==> src/rtl/if_id_reg.sv <==
// IF/ID pipeline register for the five-stage RV32I pipeline.
// Captures the fetched instruction and PC, supports stall (hold) and flush
// (bubble insertion), and drives register indices, immediate slices and the
// one-hot immediate-format select from the registered instruction.
// Optional feature macro: IF_ID_BUBBLE_CNT_EN (adds a 32-bit flush counter).
module if_id_reg #(
  parameter logic [31:0] NOP_INSTR = 32'h0000_0013,
  parameter logic [31:0] PC_RESET  = 32'h0000_0000
) (
  input  logic        clk,
  input  logic        rst,
  input  logic [31:0] instrF,
  input  logic [31:0] pcF,
  input  logic        stallD,
  input  logic        flushD,
  output logic [31:0] instrD,
  output logic [31:0] pcD,
  output logic        validD,
  output logic [4:0]  rs1D,
  output logic [4:0]  rs2D,
  output logic [4:0]  rdD,
  output logic [4:0]  iimm_shamt,
  output logic [11:0] iimm,
  output logic [11:0] simm,
  output logic [11:0] bimm,
  output logic [19:0] uimm,
  output logic [19:0] jimm,
  output logic [5:0]  EXTOp,
  output logic [31:0] bubble_cnt
);

  // Opcodes that select an immediate format
  localparam logic [6:0] OpImm    = 7'b0010011;
  localparam logic [6:0] OpLoad   = 7'b0000011;
  localparam logic [6:0] OpJalr   = 7'b1100111;
  localparam logic [6:0] OpStore  = 7'b0100011;
  localparam logic [6:0] OpBranch = 7'b1100011;
  localparam logic [6:0] OpLui    = 7'b0110111;
  localparam logic [6:0] OpAuipc  = 7'b0010111;
  localparam logic [6:0] OpJal    = 7'b1101111;

  // One-hot immediate-format encodings
  localparam logic [5:0] ExtShamt = 6'b100000;
  localparam logic [5:0] ExtI     = 6'b010000;
  localparam logic [5:0] ExtS     = 6'b001000;
  localparam logic [5:0] ExtB     = 6'b000100;
  localparam logic [5:0] ExtU     = 6'b000010;
  localparam logic [5:0] ExtJ     = 6'b000001;
  localparam logic [5:0] ExtNone  = 6'b000000;

  logic [6:0] opcode;
  logic [2:0] funct3;

  // Pipeline register: reset > flush > stall > load
  always_ff @(posedge clk or posedge rst) begin
    if (rst) begin
      instrD <= NOP_INSTR;
      pcD    <= PC_RESET;
      validD <= 1'b0;
    end else if (flushD) begin
      instrD <= NOP_INSTR;
      pcD    <= PC_RESET;
      validD <= 1'b0;
    end else if (!stallD) begin
      instrD <= instrF;
      pcD    <= pcF;
      validD <= 1'b1;
    end
  end

`ifdef IF_ID_BUBBLE_CNT_EN
  logic [31:0] bubble_cnt_q;

  // Counts every flush edge, stalled or not; wraps naturally at 2^32
  always_ff @(posedge clk or posedge rst) begin
    if (rst) begin
      bubble_cnt_q <= 32'b0;
    end else if (flushD) begin
      bubble_cnt_q <= bubble_cnt_q + 32'd1;
    end
  end

  assign bubble_cnt = bubble_cnt_q;
`else
  assign bubble_cnt = 32'b0;
`endif

  // Field slices are pure wiring from the registered instruction
  assign opcode     = instrD[6:0];
  assign funct3     = instrD[14:12];
  assign rs1D       = instrD[19:15];
  assign rs2D       = instrD[24:20];
  assign rdD        = instrD[11:7];
  assign iimm_shamt = instrD[24:20];
  assign iimm       = instrD[31:20];
  assign simm       = {instrD[31:25], instrD[11:7]};
  assign bimm       = {instrD[31], instrD[7], instrD[30:25], instrD[11:8]};
  assign uimm       = instrD[31:12];
  assign jimm       = {instrD[31], instrD[19:12], instrD[20], instrD[30:21]};

  // Immediate-format decode; each arm yields at most one set bit
  always_comb begin
    EXTOp = ExtNone;
    case (opcode)
      OpImm: begin
        // slli/srli/srai use the shamt field, not a 12-bit immediate
        if (funct3 == 3'b001 || funct3 == 3'b101) begin
          EXTOp = ExtShamt;
        end else begin
          EXTOp = ExtI;
        end
      end
      OpLoad, OpJalr:  EXTOp = ExtI;
      OpStore:         EXTOp = ExtS;
      OpBranch:        EXTOp = ExtB;
      OpLui, OpAuipc:  EXTOp = ExtU;
      OpJal:           EXTOp = ExtJ;
      default:         EXTOp = ExtNone;
    endcase
  end

endmodule
==> config.mk <==
export PLATFORM = sky130hd
export DESIGN_NAME = if_id_reg
export DESIGN_NICKNAME = d
export VERILOG_FILES = /design/src/rtl/if_id_reg.sv
export SDC_FILE = /design/constraint.sdc
export NUM_CORES = 1
export LEC_CHECK = 0
export BUFFER_PORTS_ARGS = -buffer_cell sky130_fd_sc_hd__buf_4
export CORE_AREA = 2 2 104 106
export DETAILED_ROUTE_END_ITERATION = 12
export DIE_AREA = 0 0 106 108
export PLACE_DENSITY = 0.72
export SLEW_MARGIN = 20
export SYNTH_ARGS = -nofsm -noshare
export SYNTH_HDL_FRONTEND = slang
export SYNTH_SLANG_ARGS = --single-unit
==> constraint.sdc <==
create_clock -name clk -period 2.3 [get_ports clk]
set_clock_uncertainty 0.2 [all_clocks]
set_input_delay 0.23 -clock clk [delete_from_list [all_inputs] [get_ports clk]]
set_output_delay 0.23 -clock clk [all_outputs]
set_load 0.02 [all_outputs]
==> flow_metrics.py <==
metrics = {
    "pwr": {
        "peakVddDrop_mv": 0.296,
        "power.total_mw": 3.28,
        "powerDensity_nw_per_um2": 591,
        "cellLeakagePower_nw": 3.07,
    },
    "setup_path": {
        "cp.arrival_ns": 1.79,
        "r2r_slack_ns": 1.27,
        "critPathMaxFanout": 4,
        "critPathLaunchType": "flop",
        "end_kind": "primary output",
        "crit_type": "reg -> out",
        "cp.required_ns": 1.87,
    },
    "sta": {
        "maxSlewViolCount": 0,
        "setup_tns_ns": 0,
        "fin_crit_sh_pct": 96.7,
        "timing.fmax_mhz": 450,
        "hold_viol_final": 0,
        "slew_headroom_pct": 54.6,
        "setup_viol": 0,
        "worst_pin_slew_ns": 0.681,
        "fin_crit_ns": 2.22,
        "rsz0062_at_grt": "false",
    },
    "cts": {
        "clk_pin_slew_worst_paths_ns": 0.07,
        "clock_latency_ns": 0.33,
        "cts_buffers": 9,
        "clockRootBuffer": "clkbuf_8",
        "cts-htree-levels": 3,
        "clockBufferDepth": 2,
        "cts_sinks": 65,
        "cts_tree": "built",
    },
    "layout": {
        "syn2layout_area_growth_pct": 50.7,
        "fill_cells": 903,
        "fin_util_pct": 54.3,
        "antenna_cells": 0,
        "fin_nets": 619,
        "drive_gt1_share_pct": 46.6,
    },
    "detailed_routing": {
        "drt_iter0_drc": 98,
        "drtPass1Iterations": 4,
        "drc": 0,
        "num_vias": 2908,
        "drtAntennaViolNets": 0,
        "wl_mm": 9.64,
        "wl_per_cell_um": 13.9,
        "vias_per_cell": 4.20,
    },
    "hold_path": {
        "hold_path.class": "in -> reg",
    },
    "floorplanning": {
        "rows": 37,
        "dieWidth_um": 106,
        "dieArea_um2": 11400,
        "core_um2": 10200,
        "pin_count": 267,
        "start_util_pct": 36.0,
        "die_y_um": 108,
    },
    "yosys": {
        "yosysMostFrequentCell": "buf_4",
        "yosys-top-cells-area": "dfrtp_1 42%, buf_4 26%, mux2i_1 17%, nor2_1 6.3%, dfstp_2 2.1%",
        "ys_async_sr_fraction_pct": 100,
        "synth-edff-count": 0,
        "yosysTopAreaCellShare_pct": 42.1,
        "yosysSeqAreaShare_pct": 44.3,
        "synth-main-ff-cell": "dfrtp_1",
        "syn_inst": 352,
        "synth_warnings": 0,
        "synth_largest_area_cell": "dfrtp_1",
        "netlist_area_um2": 3680,
        "syn_avg_cell_area_um2": 10.5,
        "synth_cell_type_count": 22,
        "ys_seq_elements": 65,
        "synthTopCellsByCount": "129 x buf_4, 62 x dfrtp_1, 62 x nor2_1, 61 x mux2i_1, 6 x buf_6",
    },
    "placement": {
        "port_buffers": 234,
        "place_congestion": 0.732,
        "hpwl_mm": 6.40,
    },
    "global_routing": {
        "grt_max_degree": 66,
        "grt_pass1_wl_mm": 14.8,
        "grt_pass1_vias": 2934,
        "grt.overflow.total": 0,
        "track_usage_pct": 16.3,
        "antenna_found_initial": 0,
    },
    "run_status": {
        "status": "finished clean",
    },
    "job": {
        "drv_cap": 0,
    },
}
placed cells by master (no fill, tap or decap), drive strengths merged, types with 3 or more instances in the layout:
master | Yosys | routed
buf | 138 | 238
nor2 | 62 | 62
dlygate4sd3 | 0 | 62
dfrtp | 62 | 62
mux2i | 61 | 61
conb | 1 | 32
clkbuf | 5 | 11
nor2b | 4 | 4
a211o | 3 | 3
dfstp | 3 | 3
inv | 3 | 3
sequential cells by signal (all words and copies together), names as in the netlist:
register  cells
pcD          32
instrD       32
validD        1
worst max-delay path, cell delays in order (launching register included):
cell and delay (ns):
dfstp_2 0.56, nand4bb_1 0.16, or3_1 0.38, o32ai_1 0.17, buf_4 0.20
cells by family after synthesis:
family	after synthesis	synth area share, %
buffers and inverters	146	29.3
AND/OR/NAND/NOR	74	8.66
flip-flops	65	44.3
multiplexers	61	16.6
AO/OA/AOI/OAI	5	1.09
other	1	0.102
where the power goes:
group	internal (mW)	switching (mW)	total, mW
Sequential	1.21	0.0696	1.28
Combinational	0.417	0.475	0.892
Clock	0.666	0.444	1.11
metal layers:
metal / track usage, % / part of all wire (%) / vias up
li1: - / - / 1369
met1: 18.6 / 39 / 1401
met2: 30.1 / 54 / 127
met3: 3.68 / 6.1 / 11
met4: 5.73 / 1.2 / 0
met5: 0 / 0 / -
what timing repair did:
action,CTS,global route
endpoints found under the hold margin,86,0
resized for setup,0,1
endpoints found under the setup margin,0,1
buffers inserted,0,0
hold buffers,62,0
layout make-up:
| class | count | area, um2 | share of cell area, % |
|---|---|---|---|
| repair buffers | 300 | 2420 | 43.6 |
| flip-flops and latches | 65 | 1630 | 29.4 |
| multi-input cells | 172 | 1090 | 19.7 |
| well taps | 136 | 170 | 3.06 |
| clock buffers | 11 | 151 | 2.73 |
| clock inverters | 5 | 77.6 | 1.40 |
| inverters | 3 | 11.3 | 0.203 |
path summary, 6_finish.rpt:
| kind | cells past startpoint | start | end |
|---|---|---|---|
| max in group asynchronous | 4 | rst | instrD[0] |
| min in group asynchronous | 3 | rst | instrD[30] |
| hold / removal | 3 | instrF[1] | instrD[1] |
| setup reg to reg | 2 | instrD[22] | instrD[22] |
| hold reg to reg | 2 | validD | validD |
| setup / recovery | 4 | instrD[1] | EXTOp[4] |
per-stage QoR:
stage                     std cells  area (um2)  setup slack (ns)  hold WS (ns)
after floorplan                 383        3800             0.249         0.183
after global placement          614        4700             0.478         0.128
after detailed placement        614        4700             0.423         0.132
after CTS                       692        5550            0.0413        0.0159
after global routing            692        5550            0.0121        0.0692
final                           692        5550            0.0763        0.0573
(Power assumes the default switching activity.)
